$ cat src/rtl/alu_word_sequencer_if.sv
// Request/response handshake bundle between a requesting master and the word sequencer.
// The master drives operands and opcode, and the sequencer returns the assembled result with its flags.
interface alu_word_sequencer_if #(
   parameter int WIDTH = 16
);
   logic             req_valid;
   logic             req_ready;
   logic [WIDTH-1:0] req_a;
   logic [WIDTH-1:0] req_b;
   logic             req_cin;
   logic [3:0]       req_op;
   logic             resp_valid;
   logic             resp_ready;
   logic [WIDTH-1:0] resp_result;
   logic             resp_cout;
   logic             resp_ovf;
   logic             resp_zero;
   logic             resp_err;

   modport master (
      output req_valid, req_a, req_b, req_cin, req_op, resp_ready,
      input  req_ready, resp_valid, resp_result, resp_cout, resp_ovf, resp_zero, resp_err
   );

   modport slave (
      input  req_valid, req_a, req_b, req_cin, req_op, resp_ready,
      output req_ready, resp_valid, resp_result, resp_cout, resp_ovf, resp_zero, resp_err
   );
endinterface

$ cat src/rtl/alu_word_sequencer.sv
// Runs WIDTH-bit operations through one external 4-bit combinational ALU, one nibble per cycle, LSB first.
// Adder-class opcodes chain carry between nibbles, and logic-class opcodes treat each nibble independently.
module alu_word_sequencer #(
   parameter int WIDTH = 16
) (
   input  logic                 i_clk,
   input  logic                 i_rst,
   alu_word_sequencer_if.slave  bus,
   output logic [3:0]           o_alu_a,
   output logic [3:0]           o_alu_b,
   output logic                 o_alu_cin,
   output logic [3:0]           o_alu_s,
   input  logic [3:0]           i_alu_result,
   input  logic                 i_alu_cout,
   input  logic                 i_alu_overflow
);
   localparam int NIB = WIDTH / 4;
   localparam int IW  = (NIB > 1) ? $clog2(NIB) : 1;

   typedef enum logic [1:0] {IDLE, RUN, DONE} state_t;

   state_t           r_state;
   logic [IW-1:0]    r_idx;
   logic [WIDTH-1:0] r_a;
   logic [WIDTH-1:0] r_b;
   logic [WIDTH-1:0] r_res;
   logic [3:0]       r_op;
   logic             r_cin;
   logic             r_carry;
   logic             r_cout;
   logic             r_ovf;
   logic             r_err;

   logic             w_reqAdder;
   logic             w_reqLogic;
   logic             w_opAdder;
   logic             w_lastNib;
   logic [IW+1:0]    w_bitBase;

   function automatic logic isAdder(input logic [3:0] op);
      return (op inside {4'b0000, 4'b0001, 4'b0010, 4'b0011, 4'b0111});
   endfunction

   assign w_reqAdder = isAdder(bus.req_op);
   assign w_reqLogic = bus.req_op[3];
   assign w_opAdder  = isAdder(r_op);
   assign w_lastNib  = (r_idx == IW'(NIB - 1));
   assign w_bitBase  = {r_idx, 2'b00};

   assign bus.req_ready   = (r_state == IDLE);
   assign bus.resp_valid  = (r_state == DONE);
   assign bus.resp_result = r_res;
   assign bus.resp_cout   = r_cout;
   assign bus.resp_ovf    = r_ovf;
   assign bus.resp_err    = r_err;
   assign bus.resp_zero   = (r_state == DONE) && (r_res == '0);

   // The ALU sees live operands only while a pass is in flight, and idles at zero otherwise.
   always_comb begin
      o_alu_a   = 4'h0;
      o_alu_b   = 4'h0;
      o_alu_cin = 1'b0;
      o_alu_s   = 4'h0;
      if (r_state == RUN) begin
         o_alu_a   = r_a[w_bitBase +: 4];
         o_alu_b   = r_b[w_bitBase +: 4];
         o_alu_s   = r_op;
         o_alu_cin = w_opAdder ? ((r_idx == '0) ? r_cin : r_carry) : 1'b0;
      end
   end

   always_ff @(posedge i_clk) begin
      if (i_rst) begin
         r_state <= IDLE;
         r_idx   <= '0;
         r_a     <= '0;
         r_b     <= '0;
         r_res   <= '0;
         r_op    <= 4'h0;
         r_cin   <= 1'b0;
         r_carry <= 1'b0;
         r_cout  <= 1'b0;
         r_ovf   <= 1'b0;
         r_err   <= 1'b0;
      end else begin
         case (r_state)
            IDLE: begin
               if (bus.req_valid) begin
                  r_a     <= bus.req_a;
                  r_b     <= bus.req_b;
                  r_cin   <= bus.req_cin;
                  r_op    <= bus.req_op;
                  r_res   <= '0;
                  r_carry <= 1'b0;
                  r_cout  <= 1'b0;
                  r_ovf   <= 1'b0;
                  r_idx   <= '0;
                  // Unsupported opcodes skip the ALU entirely and report an error with a zero result.
                  if (w_reqAdder || w_reqLogic) begin
                     r_err   <= 1'b0;
                     r_state <= RUN;
                  end else begin
                     r_err   <= 1'b1;
                     r_state <= DONE;
                  end
               end
            end
            RUN: begin
               r_res[w_bitBase +: 4] <= i_alu_result;
               r_carry               <= i_alu_cout;
               if (w_lastNib) begin
                  r_cout  <= w_opAdder & i_alu_cout;
                  r_ovf   <= w_opAdder & i_alu_overflow;
                  r_idx   <= '0;
                  r_state <= DONE;
               end else begin
                  r_idx <= r_idx + 1'b1;
               end
            end
            DONE: begin
               if (bus.resp_ready) begin
                  r_state <= IDLE;
               end
            end
            default: r_state <= IDLE;
         endcase
      end
   end
endmodule

$ cat src/flat_wrapper.sv
// flat-port wrapper written by rule: the top's interface ports become plain ports
module alu_word_sequencer_flat 
#(
   parameter int WIDTH = 16
)
  (i_clk, i_rst, o_alu_a, o_alu_b, o_alu_cin, o_alu_s, i_alu_result, i_alu_cout, i_alu_overflow, bus_req_valid, bus_req_a, bus_req_b, bus_req_cin, bus_req_op, bus_resp_ready, bus_req_ready, bus_resp_valid, bus_resp_result, bus_resp_cout, bus_resp_ovf, bus_resp_zero, bus_resp_err);
  alu_word_sequencer_if #(.WIDTH(WIDTH)) bus_i ();
  input  logic i_clk;
  input  logic i_rst;
  output logic [3:0] o_alu_a;
  output logic [3:0] o_alu_b;
  output logic o_alu_cin;
  output logic [3:0] o_alu_s;
  input  logic [3:0] i_alu_result;
  input  logic i_alu_cout;
  input  logic i_alu_overflow;
  input wire logic [$bits(bus_i.req_valid)-1:0] bus_req_valid;
  input wire logic [$bits(bus_i.req_a)-1:0] bus_req_a;
  input wire logic [$bits(bus_i.req_b)-1:0] bus_req_b;
  input wire logic [$bits(bus_i.req_cin)-1:0] bus_req_cin;
  input wire logic [$bits(bus_i.req_op)-1:0] bus_req_op;
  input wire logic [$bits(bus_i.resp_ready)-1:0] bus_resp_ready;
  output wire logic [$bits(bus_i.req_ready)-1:0] bus_req_ready;
  output wire logic [$bits(bus_i.resp_valid)-1:0] bus_resp_valid;
  output wire logic [$bits(bus_i.resp_result)-1:0] bus_resp_result;
  output wire logic [$bits(bus_i.resp_cout)-1:0] bus_resp_cout;
  output wire logic [$bits(bus_i.resp_ovf)-1:0] bus_resp_ovf;
  output wire logic [$bits(bus_i.resp_zero)-1:0] bus_resp_zero;
  output wire logic [$bits(bus_i.resp_err)-1:0] bus_resp_err;
  assign bus_i.req_valid = bus_req_valid;
  assign bus_i.req_a = bus_req_a;
  assign bus_i.req_b = bus_req_b;
  assign bus_i.req_cin = bus_req_cin;
  assign bus_i.req_op = bus_req_op;
  assign bus_i.resp_ready = bus_resp_ready;
  assign bus_req_ready = bus_i.req_ready;
  assign bus_resp_valid = bus_i.resp_valid;
  assign bus_resp_result = bus_i.resp_result;
  assign bus_resp_cout = bus_i.resp_cout;
  assign bus_resp_ovf = bus_i.resp_ovf;
  assign bus_resp_zero = bus_i.resp_zero;
  assign bus_resp_err = bus_i.resp_err;
  alu_word_sequencer #(.WIDTH(WIDTH)) u_core (.i_clk(i_clk), .i_rst(i_rst), .bus(bus_i), .o_alu_a(o_alu_a), .o_alu_b(o_alu_b), .o_alu_cin(o_alu_cin), .o_alu_s(o_alu_s), .i_alu_result(i_alu_result), .i_alu_cout(i_alu_cout), .i_alu_overflow(i_alu_overflow));
endmodule
$ cat config.mk
export PLATFORM = sky130hd
export DESIGN_NAME = alu_word_sequencer_flat
export DESIGN_NICKNAME = d
export VERILOG_FILES = /design/src/rtl/alu_word_sequencer_if.sv /design/src/rtl/alu_word_sequencer.sv /design/src/flat_wrapper.sv
export SDC_FILE = /design/constraint.sdc
export NUM_CORES = 1
export LEC_CHECK = 0
export CORE_ASPECT_RATIO = 0.8
export CORE_UTILIZATION = 42
export DETAILED_ROUTE_END_ITERATION = 8
export GPL_TIMING_DRIVEN = 1
export HOLD_SLACK_MARGIN = 0.12
export PLACE_DENSITY = 0.76
export SYNTH_ARGS = -nofsm -noshare
export SYNTH_HDL_FRONTEND = slang
export SYNTH_SLANG_ARGS = --single-unit
$ cat constraint.sdc
create_clock -name i_clk -period 1.89 [get_ports i_clk]
set_clock_uncertainty 0.15 [all_clocks]
set_input_delay 0.567 -clock i_clk [delete_from_list [all_inputs] [get_ports i_clk]]
set_output_delay 0.567 -clock i_clk [all_outputs]
set_load 0.01 [all_outputs]
**Word level (Yosys, flattened, before mapping)**

Cells that the tools add are included.

- Register bits after elaboration: 61
- Word-level logic and storage cells: 71
- Output and inout bits: 35

- Mux-type cells: 24
- Add/subtract/negate cells: 2
- Shifts and indexed selects: 4
- Reductions and logical operators: 14
- Bitwise logic cells: 2
- Equal/unequal tests: 14

Operators by type and width:

| operator | count |
|---|---|
| 16-bit case mux with 2 select lines | 1 |
| 16-bit by 5-bit indexed part select with 4-bit output | 2 |
| 16-bit bitwise mux | 1 |
| 4-bit by 2-bit equality test with 1-bit output (second input constant) | 4 |
| 16-bit zero test | 1 |
| 16-bit 2-to-1 mux | 1 |
| 4-bit by 6-bit variable shift with 16-bit output (first input constant) | 1 |
| 4-bit by 6-bit indexed part select with 16-bit output | 1 |
| 2-bit 2-to-1 mux | 6 |
| 4-bit 2-to-1 mux | 3 |
| 5-bit nonzero test | 2 |
| 4-bit by 1-bit equality test with 1-bit output (second input constant) | 2 |
| 4-bit by 3-bit equality test with 1-bit output (second input constant) | 2 |
| 4-bit zero test | 2 |
| 1-bit 2-to-1 mux | 7 |
| 4-bit negator with 6-bit output | 1 |
| 1-bit case mux with 2 select lines | 3 |
| 2-bit case mux with 3 select lines | 1 |
| 3-bit AND reduction | 2 |
| 2-bit equality test (second input constant) | 2 |
| 2-bit zero test | 2 |
| 2-bit != test (second input constant) | 2 |
| 2-bit case mux with 2 select lines | 1 |
| 2-bit AND reduction | 2 |
| other kinds (7) | 8 |

**Depth between registers and ports, before layout**

Gate-level depths: netlist of run 1.

- Depth after elaboration: 6
- Depth in mapped cells: 7

**Worst setup path before layout of run 1**

No wires, ideal clock.

- Kind: flip-flop to output port
- From: reg u_core.r_idx[0]
- To: out o_alu_a[2]
- Arrival time: 1376 ps
- Path buffers: 2
- Slack: -203 ps
- Stages on the path, launching flop included: 5
- Cells stage by stage: dfxtp_1 buf_4 buf_4 mux4_2 and2_1

- Longest elaborated chain between the ends: 2

Ends and longest elaborated chain:

| what | line | text |
|---|---|---|
| from (decl) | alu_word_sequencer.sv:23 | `logic [IW-1:0] r_idx;` |
| from (signal assigned) | alu_word_sequencer.sv:117 | `r_idx <= r_idx + 1'b1;` |
| 16-bit by 5-bit indexed part select with 4-bit output | alu_word_sequencer.sv:65 | `o_alu_a = r_a[w_bitBase +: 4];` |
| 4-bit 2-to-1 mux | alu_word_sequencer.sv:64 | `if (r_state == RUN) begin` |
| to (decl) | flat_wrapper.sv:10 | `output logic [3:0] o_alu_a;` |

No other way between the ends.

**Worst setup path in the final report of run 1**

- From: reg u_core.r_idx[0]
- To: out o_alu_b[1]

- Longest elaborated chain between the ends: 2

Ends and longest elaborated chain:

| what | line | text |
|---|---|---|
| 16-bit by 5-bit indexed part select with 4-bit output | alu_word_sequencer.sv:66 | `o_alu_b = r_b[w_bitBase +: 4];` |
| 4-bit 2-to-1 mux | alu_word_sequencer.sv:64 |  |
| to (decl) | flat_wrapper.sv:11 | `output logic [3:0] o_alu_b;` |

No other way between the ends.

==> impl_metrics.csv, run 1 <==
group,metric,value,unit
cts,cts.sinks,61,
sta,rsz0062_at_grt,"yes",
finish,final_layout_size_suffix_gt1_frac,0.317,
synth,synth_top_area_cell,"dfxtp_1",
grt,grt_pass1_vias,2592,
finish,diodes,0,
worst_hold_path,min-delay-start,"u_core.r_a[12]",
worst_setup_path,critPathMaxFanout,5,
cts,cts_tree,"built",
placement,dp_hpwl,5640,µm
synth,ys_ff_latch,61,
sta,fmax,432,MHz
power,cellLeakagePower,0.00189,µW
synth,synth_nets,359,
synth,syn_inst,306,
placement,place_congestion,0.814,
worst_hold_path,min_to,"u_core.r_a[12]",
sta,period_minus_slack,2.32,ns
synth,ys_seq_area_frac,0.450,
synth,synth_top_area_share,0.450,
route,wl_per_cell,15.3,µm
cts,ctsHoldBuffers,0,
synth,yosysUniqueCellTypes,38,
worst_setup_path,endpoint_kind,"output port",
cts,cts_buffers,9,
route,via_per_inst,5.17,
route,vias,2704,
synth,yosys-top-cells-area,"dfxtp_1 (45%), nand2_1 (11%), a21oi_1 (8.1%)",
cts,root_buffer,"clkbuf_8",
grt,grt_pass1_wl,12400,µm
worst_setup_path,cp.arrival,1.60,ns
sta,fin_crit_sh,1.23,
worst_setup_path,cp_top_family,"multiplexers",
worst_setup_path,cpPeakStageDelay,0.50,ns
grt,grt_start_max_net_pins,39,
finish,area_delta_synth_final,61.5,%
route,ant_nets,0,
sta,setup_violations,14,
job,drv_cap,0,
floorplanning,fp.dieH,73.9,µm
worst_setup_path,rr_startpoint,"u_core.r_idx[0]",
route,routed_wl,8020,µm
worst_setup_path,critical_path_class,"reg -> out",
synth,syn_area_per_cell,8.86,µm²
synth,yosys_warnings,0,
sta,fin_ws,-0.426,ns
route,firstDrtPassIters,4,
cts,h-tree-depth,3,
cts,path_clk_slew,0.07,ns
floorplanning,core,6070,µm²
floorplanning,die_area,6780,µm²
worst_setup_path,start_kind,"register",
worst_setup_path,crit_path_top_delay_cell,"mux4_2",
cts,clock_path_buffers,2,
floorplanning,die_x,91.8,µm
worst_setup_path,cp_num_buf_inv,2,
power,vdd_drop_max,0.551,mV
placement,portBuffers,81,
outcome,status,"finished with violations",
sta,slew_headroom,0.703,
finish,nNetsFinal,491,
grt,grt-ovfl-total,0,
placement,dp_worst_setup_slack,-0.468,ns
grt,antenna_found_initial,0,
worst_hold_path,whs_path_depth,2,
worst_setup_path,crit_path_cell_trace,"buf_12, mux4_2, and2_4, buf_6",
finish,fillerInstances,457,
cts,clock_latency,0.33,ns
worst_setup_path,reg2reg_slack,0.02,ns
sta,drv_slew,0,
sta,whs,0.306,ns
power,p_per_area,744,nW/µm²
sta,hold_viol,0,
worst_hold_path,hold_class,"reg -> reg",
floorplanning,ioPinCount,82,
floorplanning,rows,25,
worst_setup_path,rr_worst_depth,7,
outcome,violations,"negative setup slack",
worst_setup_path,r2r-end,"u_core.bus.resp_result[12]",
floorplanning,start_util,0.447,
route,drt_iter0_markers,82,
route,drc,0,
sta,worstMarginPinSlew,0.444,ns
worst_setup_path,required,1.17,ns
synth,netlist_area,2710,µm²
grt,track_usage,0.243,
-- report_power, final --
part	switching [µW]	leakage, µW	internal, µW
clock	482	0.000101	668
sequential	48.1	0.000503	1360
combinational	309	0.00129	393
-- worst max path at each step --
stage,endpoint,startpoint,slack [ns],cells past startpoint
2_1_floorplan,o_alu_a[2],u_core.r_idx[0],-0.08,4
3_3_place_gp,o_alu_a[1],u_core.r_idx[0],-0.44,4
3_5_place_dp,o_alu_b[1],u_core.r_idx[0],-0.47,4
4_1_cts,o_alu_b[1],u_core.r_idx[0],-0.44,4
5_1_grt,o_alu_b[1],u_core.r_idx[0],-0.49,4
6_report,o_alu_b[1],u_core.r_idx[0],-0.43,4
-- area by class of cell --
type,count,area (µm²),share of cell area
multi-input cells,215,1470,0.337
repair buffers,141,1330,0.304
flip-flops and latches,61,1240,0.283
clock buffers,11,151,0.0346
well taps,81,101,0.0231
clock inverters,4,47.5,0.0109
inverters,10,37.5,0.00857
-- registers in the layout (all words and copies together), names as in the netlist --
| signal | cells |
|---|---|
| u_core.r_cin | 1 |
| u_core.r_idx | 2 |
| u_core.r_a | 16 |
| u_core.r_state | 2 |
| u_core.r_carry | 1 |
| u_core.r_b | 16 |
| u_core.bus.resp_ovf | 1 |
| u_core.bus.resp_err | 1 |
| u_core.bus.resp_result | 16 |
| u_core.bus.resp_cout | 1 |
| u_core.r_op | 4 |
-- metrics by stage --
step	util	TNS (ns)	instances	area, µm²	total power [µW]
after floorplan	-	-0.333	306	2740	1740
after global placement	0.659	-21.61	502	4000	2040
after detailed placement	0.659	-23.41	502	4000	2060
after CTS	0.714	-4.54	523	4340	3260
after global routing	0.722	-5.43	523	4380	3410
final	0.722	-4.35	523	4380	3260
-- worst min-delay path: stages (launching register included) --
cell and delay, ns:
dfxtp_1 0.31, nand2_1 0.05, a21oi_1 0.05
-- synth_stat cells --
cell type / count
nand2b_1: 2
dfxtp_1: 61
a2bb2o_1: 1
nor3_1: 3
ha_1: 6
nor3b_1: 1
or4b_1: 2
and2_1: 12
a211o_1: 2
buf_6: 1
clkbuf_1: 8
nand3b_1: 2
a2bb2oi_1: 1
o211ai_1: 2
nor2b_1: 6
nor2_1: 7
buf_1: 2
nor4b_2: 1
o2bb2ai_1: 3
buf_4: 5
inv_1: 10
a22oi_1: 2
mux4_2: 8
a211oi_1: 1
nand2_1: 78
nand4_1: 1
nor4b_1: 1
mux2i_1: 2
mux2_2: 4
o21bai_1: 1
and2b_1: 1
or3b_1: 1
a21oi_1: 44
o21ai_1: 2
nor4_1: 4
nand3_1: 2
buf_2: 4
a22o_1: 12
-- cell usage in the layout, fill, tap and decap left out, drive strengths merged, types with 8 or more instances in the layout --
cell and n:
a22o 12, and2 12, clkbuf 11, clkdlybuf4s50 44, nand2 78, a21oi 44
dlygate4sd2 19, buf 77, inv 10, dfxtp 61, mux4 8
-- metal layers --
layer	track usage	share of wire	vias up
li1	-	-	1314
met1	0.304	0.45	1304
met2	0.405	0.48	69
met3	0.0694	0.038	17
met4	0.0885	0.026	0
met5	0	0	-
-- cells by family after synthesis --
kind of cell    Yosys count  synth area share
compound gates           71             0.163
fa+ha+maj                 6            0.0277
buf+inv                  30            0.0531
flops                    61             0.450
mux                      14            0.0904
simple gates            124             0.215
-- timing repair --
item,in CTS,in global routing
hold endpoints to repair,0,0
setup buffers,7,1
pin swaps,18,1
setup endpoints to repair,46,31
gates resized for setup,125,11
(Power assumes the default switching activity.)
==> run 2, diff against run 1 <==
--- a/config.mk
+++ b/config.mk
@@ -5,12 +5,13 @@
 export SDC_FILE = /design/constraint.sdc
 export NUM_CORES = 1
 export LEC_CHECK = 0
+export CAP_MARGIN = 20
 export CORE_ASPECT_RATIO = 0.8
 export CORE_UTILIZATION = 42
 export DETAILED_ROUTE_END_ITERATION = 8
-export GPL_TIMING_DRIVEN = 1
 export HOLD_SLACK_MARGIN = 0.12
 export PLACE_DENSITY = 0.76
+export REMOVE_ABC_BUFFERS = 1
 export SYNTH_ARGS = -nofsm -noshare
 export SYNTH_HDL_FRONTEND = slang
 export SYNTH_SLANG_ARGS = --single-unit
==> run 2 against run 1 <==
Net effect: via count grew 5.3%; die area is the same; hold slack lost 0.0028 ns; count of clock-buffer cells in the layout grew 2; clock power grew 21%; non-clock buffer count grew 8; critical endpoint is now o_alu_b[3]; critical path type unchanged; the flow still finishes with violations (negative setup slack); design area grew 4.2%; routed wire length grew 13%.
==> impl_metrics.csv, run 2 (same netlist as run 1, synthesis figures left out) <==
group,metric,value,unit
outcome,status,"finished with violations",
outcome,violations,"negative setup slack",
finish,area_delta_synth_final,68.3,%
grt,grt_pass1_wl,13000,µm
floorplanning,fp.dieH,73.9,µm
finish,diodes,0,
cts,cts_tree,"built",
sta,slew_headroom,0.702,
cts,cts_buffers,9,
route,routed_wl,9060,µm
worst_setup_path,critPathMaxFanout,4,
grt,track_usage,0.254,
worst_setup_path,cp.arrival,1.60,ns
sta,fin_crit_sh,1.23,
power,swShare,0.254,
sta,fin_ws,-0.430,ns
placement,dp_hpwl,5400,µm
route,wl_per_cell,17.0,µm
floorplanning,die_area,6780,µm²
route,firstDrtPassIters,5,
floorplanning,core,6070,µm²
finish,multi_input_area,1550,µm²
route,ant_nets,0,
sta,drv_slew,0,
power,p_comb_frac,0.214,
grt,grt_start_max_net_pins,37,
finish,final_common_cell,"nand2_1",
cts,ctsHoldBuffers,0,
route,via_per_inst,5.35,
finish,ff_latch_area,1250,µm²
grt,grt_pass1_vias,2694,
route,vias,2848,
floorplanning,ioPinCount,82,
sta,rsz0062_at_grt,"yes",
power,p_switching,904,µW
worst_setup_path,critical_path_class,"reg -> out",
cts,root_buffer,"clkbuf_8",
floorplanning,rows,25,
cts,cts.sinks,61,
power,seqPwrFrac,0.395,
finish,fillerInstances,400,
floorplanning,start_util,0.447,
sta,worstMarginPinSlew,0.446,ns
power,total_power,3560,µW
grt,antenna_found_initial,0,
sta,fmax,431,MHz
power,cellLeakagePower,0.00199,µW
cts,clock_latency,0.35,ns
route,drc,0,
sta,setup_violations,32,
sta,whs,0.304,ns
grt,grt-ovfl-total,0,
cts,h-tree-depth,3,
sta,period_minus_slack,2.32,ns
cts,path_clk_slew,0.07,ns
route,drt_iter0_markers,164,
finish,nNetsFinal,499,
worst_setup_path,endpoint_kind,"output port",
worst_setup_path,required,1.17,ns
power,vdd_drop_max,0.414,mV
worst_setup_path,start_kind,"register",
placement,portBuffers,81,
sta,hold_viol,0,
finish,final_layout_size_suffix_gt1_frac,0.364,
cts,clock_path_buffers,2,
power,p_int,2660,µW
finish,final_cell_mix,"nand2_1 (78), buf_4 (52), dfxtp_1 (45)",
power,p_per_area,780,nW/µm²
placement,place_congestion,0.806,
floorplanning,die_x,91.8,µm
worst_hold_path,hold_class,"reg -> reg",
job,drv_cap,0,
power,power_frac_clock,0.391,
run 2: changes by cell type in the layout (fill, tap and decap cells not counted), moves of 3 or more:
cell / delta
buf_6: +9
buf_12: -5
dfxtp_1: -5
buf_4: +4
dfxtp_2: +4
ha_1: -3
run 2: layer usage:
metal	share of wire	vias to the layer above	wire length, µm	global-route usage
li1	-	1334	-	-
met1	0.43	1376	3890	0.315
met2	0.49	124	4460	0.414
met3	0.064	14	577	0.0849
met4	0.014	0	127	0.102
met5	0	-	0	0
run 2: timing repair:
| item | in CTS | in global routing |
|---|---|---|
| pin swaps | 27 | 8 |
| resized for setup | 147 | 33 |
| cloned | 0 | 1 |
| endpoints found under the setup margin | 51 | 36 |
| buffers inserted | 6 | 7 |
run 2: power by group through the flow:
stage,combinational (µW),clock [µW],sequential (µW)
global placement,589,0,1420
CTS,665,1400,1400
detailed placement,605,0,1420
global route,811,1470,1410
floorplan,250,0,1440
finish,762,1390,1410
run 2: area by class of cell:
cell class / instances / area share
clock buffer: 13 / 0.0392
clock inverter: 3 / 0.0143
inverter: 10 / 0.00877
multi-input combinational: 215 / 0.340
sequential: 61 / 0.273
tap: 81 / 0.0222
timing repair buffer: 149 / 0.303
run 2: worst max-delay path, cell delays in order (launching register included):
cell	delay (ns)
dfxtp_4	0.37
buf_6	0.12
mux4_2	0.50
and2_4	0.15
buf_6	0.11
run 2: final timing paths:
| path | from | to | slack (ns) | cells past startpoint |
|---|---|---|---|---|
| worst max-delay path | u_core.r_idx[0] | o_alu_b[3] | -0.43 | 4 |
| worst min-delay path | u_core.r_b[9] | u_core.r_b[9] | 0.30 | 2 |
| worst max register to register | u_core.r_idx[0] | u_core.bus.resp_result[13] | -0.18 | 11 |
| worst min register to register | u_core.r_b[9] | u_core.r_b[9] | 0.30 | 2 |
run 2: per-stage QoR:
stage	instances	setup TNS (ns)	worst slack, ns	utilization	cell area (µm²)
6_report	532	-6.60	-0.430	0.752	4560
5_1_grt	532	-8.94	-0.492	0.752	4560
4_1_cts	525	-4.39	-0.437	0.722	4380
3_5_place_dp	503	-19.42	-0.481	0.650	3940
3_3_place_gp	503	-18.19	-0.472	0.650	3940
2_1_floorplan	286	-51.44	-1.27	-	2610
==> run 3, diff against run 2 <==
--- a/config.mk
+++ b/config.mk
@@ -12,6 +12,7 @@
 export HOLD_SLACK_MARGIN = 0.12
 export PLACE_DENSITY = 0.76
 export REMOVE_ABC_BUFFERS = 1
+export SKIP_LAST_GASP = 1
 export SYNTH_ARGS = -nofsm -noshare
 export SYNTH_HDL_FRONTEND = slang
 export SYNTH_SLANG_ARGS = --single-unit
==> run 3 against run 2 <==
Net effect: the run still ends with negative setup slack left; non-clock buffer count fell by 5; design area is 1.3% lower; highest routed layer unchanged; final cell count shrank 0.94%; sequential power is essentially flat; hold slack worse by 0.0029 ns; combinational power is 4.7% lower; flip-flop and latch count unchanged; count of clock-buffer cells in the layout stayed put; power fell by 1.2%; register-to-register slack hardly changed; setup slack worse by 0.0074 ns.
==> impl_metrics.csv, run 3 (same netlist as run 1, synthesis figures left out) <==
group,metric,value,unit
outcome,status,"finished with violations",
finish,final_cell_mix,"nand2_1 (78), buf_4 (48), dfxtp_1 (48)",
grt,grt_pass1_vias,2707,
worst_setup_path,cp.arrival,1.61,ns
worst_setup_path,crit_path_cell_trace,"buf_6, mux4_2, and2_4, buf_2",
placement,dp_worst_setup_slack,-0.481,ns
finish,fillerInstances,421,
floorplanning,rows,25,
sta,period_minus_slack,2.33,ns
power,p_comb_frac,0.206,
cts,cts_buffers,9,
floorplanning,start_util,0.447,
placement,portBuffers,81,
worst_setup_path,required,1.17,ns
route,drc,0,
cts,clock_latency,0.35,ns
grt,antenna_found_initial,0,
route,via_per_inst,5.36,
power,power_frac_clock,0.395,
sta,setup_violations,31,
floorplanning,ioPinCount,82,
sta,fmax,430,MHz
grt,grt_pass1_wl,13000,µm
finish,diodes,0,
sta,rsz0062_at_grt,"yes",
power,p_int,2640,µW
worst_setup_path,cp_top_family,"multiplexers",
sta,fin_ws,-0.438,ns
finish,final_layout_size_suffix_gt1_frac,0.352,
cts,cts_tree,"built",
worst_setup_path,start_kind,"register",
worst_setup_path,cp_num_buf_inv,2,
power,p_switching,881,µW
route,drt_iter0_markers,161,
worst_hold_path,hold_class,"reg -> reg",
cts,path_clk_slew,0.07,ns
sta,drv_slew,0,
sta,hold_viol,0,
finish,area_delta_synth_final,66.1,%
route,routed_wl,8430,µm
worst_setup_path,critPathMaxFanout,4,
worst_setup_path,crit_path_top_delay_cell,"mux4_2",
floorplanning,die_x,91.8,µm
floorplanning,die_area,6780,µm²
floorplanning,core,6070,µm²
worst_setup_path,endpoint_kind,"output port",
outcome,violations,"negative setup slack",
cts,h-tree-depth,3,
sta,fin_crit_sh,1.23,
route,vias,2825,
grt,grt_start_max_net_pins,37,
power,p_per_area,781,nW/µm²
placement,place_congestion,0.806,
cts,root_buffer,"clkbuf_8",
grt,track_usage,0.254,
finish,final_common_cell,"nand2_1",
placement,placedInstanceArea,3940,µm²
power,cellLeakagePower,0.00196,µW
route,wl_per_cell,16.0,µm
cts,clock_path_buffers,2,
job,drv_cap,0,
worst_setup_path,cpPeakStageDelay,0.50,ns
grt,grt-ovfl-total,0,
sta,worstMarginPinSlew,0.447,ns
route,firstDrtPassIters,4,
sta,tns,-6.23,ns
finish,fin_area,4500,µm²
floorplanning,fp.dieH,73.9,µm
cts,cts.sinks,61,
sta,slew_headroom,0.702,
power,total_power,3520,µW
power,seqPwrFrac,0.399,
route,ant_nets,0,
power,swShare,0.250,
finish,nNetsFinal,494,
power,vdd_drop_max,0.405,mV
worst_setup_path,critical_path_class,"reg -> out",
placement,dp_hpwl,5400,µm
sta,whs,0.301,ns
==> run 3: path summary, 6_finish.rpt <==
path,slack (ns),end,depth (start not counted),from
hold reg to reg,0.30,u_core.bus.resp_err,2,u_core.bus.resp_err
setup / recovery,-0.44,o_alu_a[2],4,u_core.r_idx[0]
setup reg to reg,-0.17,u_core.bus.resp_result[13],11,u_core.r_idx[0]
hold / removal,0.30,u_core.bus.resp_err,2,u_core.bus.resp_err
==> run 3: what timing repair did <==
action,4_1_cts,5_1_grt
setup buffers,6,2
pin swaps,26,9
endpoints found under the setup margin,51,36
hold endpoints to repair,0,0
hold buffers,0,0
gates resized for setup,145,25
==> run 3: area by class of cell <==
type | count | area [µm²] | share of cell area
tap | 81 | 101 | 0.0225
clock inverter | 3 | 65.1 | 0.0144
timing repair buffer | 144 | 1330 | 0.295
clock buffer | 13 | 179 | 0.0397
inverter | 10 | 40.0 | 0.00889
sequential | 61 | 1240 | 0.276
multi-input combinational | 215 | 1550 | 0.344
==> run 3: metrics by stage <==
step	util	cells
6_report	0.742	527
5_1_grt	0.742	527
4_1_cts	0.721	525
3_5_place_dp	0.650	503
3_3_place_gp	0.650	503
2_1_floorplan	-	286
==> run 3: power groups by stage <==
stage	clock (µW)	sequential [µW]	combinational (µW)
2_1_floorplan	0	1440	250
3_3_place_gp	0	1420	589
3_5_place_dp	0	1420	605
4_1_cts	1400	1400	662
5_1_grt	1470	1410	779
6_report	1390	1400	726
==> run 3: per-layer routing <==
layer / up-vias / part of all wire / GRT usage / routed length [µm]
li1: 1330 / - / - / -
met1: 1356 / 0.43 / 0.309 / 3600
met2: 116 / 0.49 / 0.418 / 4090
met3: 23 / 0.065 / 0.0807 / 552
met4: 0 / 0.022 / 0.113 / 188
met5: - / 0 / 0 / 0
==> run 3: worst register-to-register path, cell delays in order (launching register included) <==
cell,delay (ns)
dfxtp_4,0.37
buf_6,0.13
buf_4,0.13
inv_4,0.04
buf_4,0.12
buf_6,0.12
ha_4,0.23
buf_4,0.15
nor2_2,0.10
nand4_1,0.14
buf_4,0.18
o2bb2ai_1,0.13
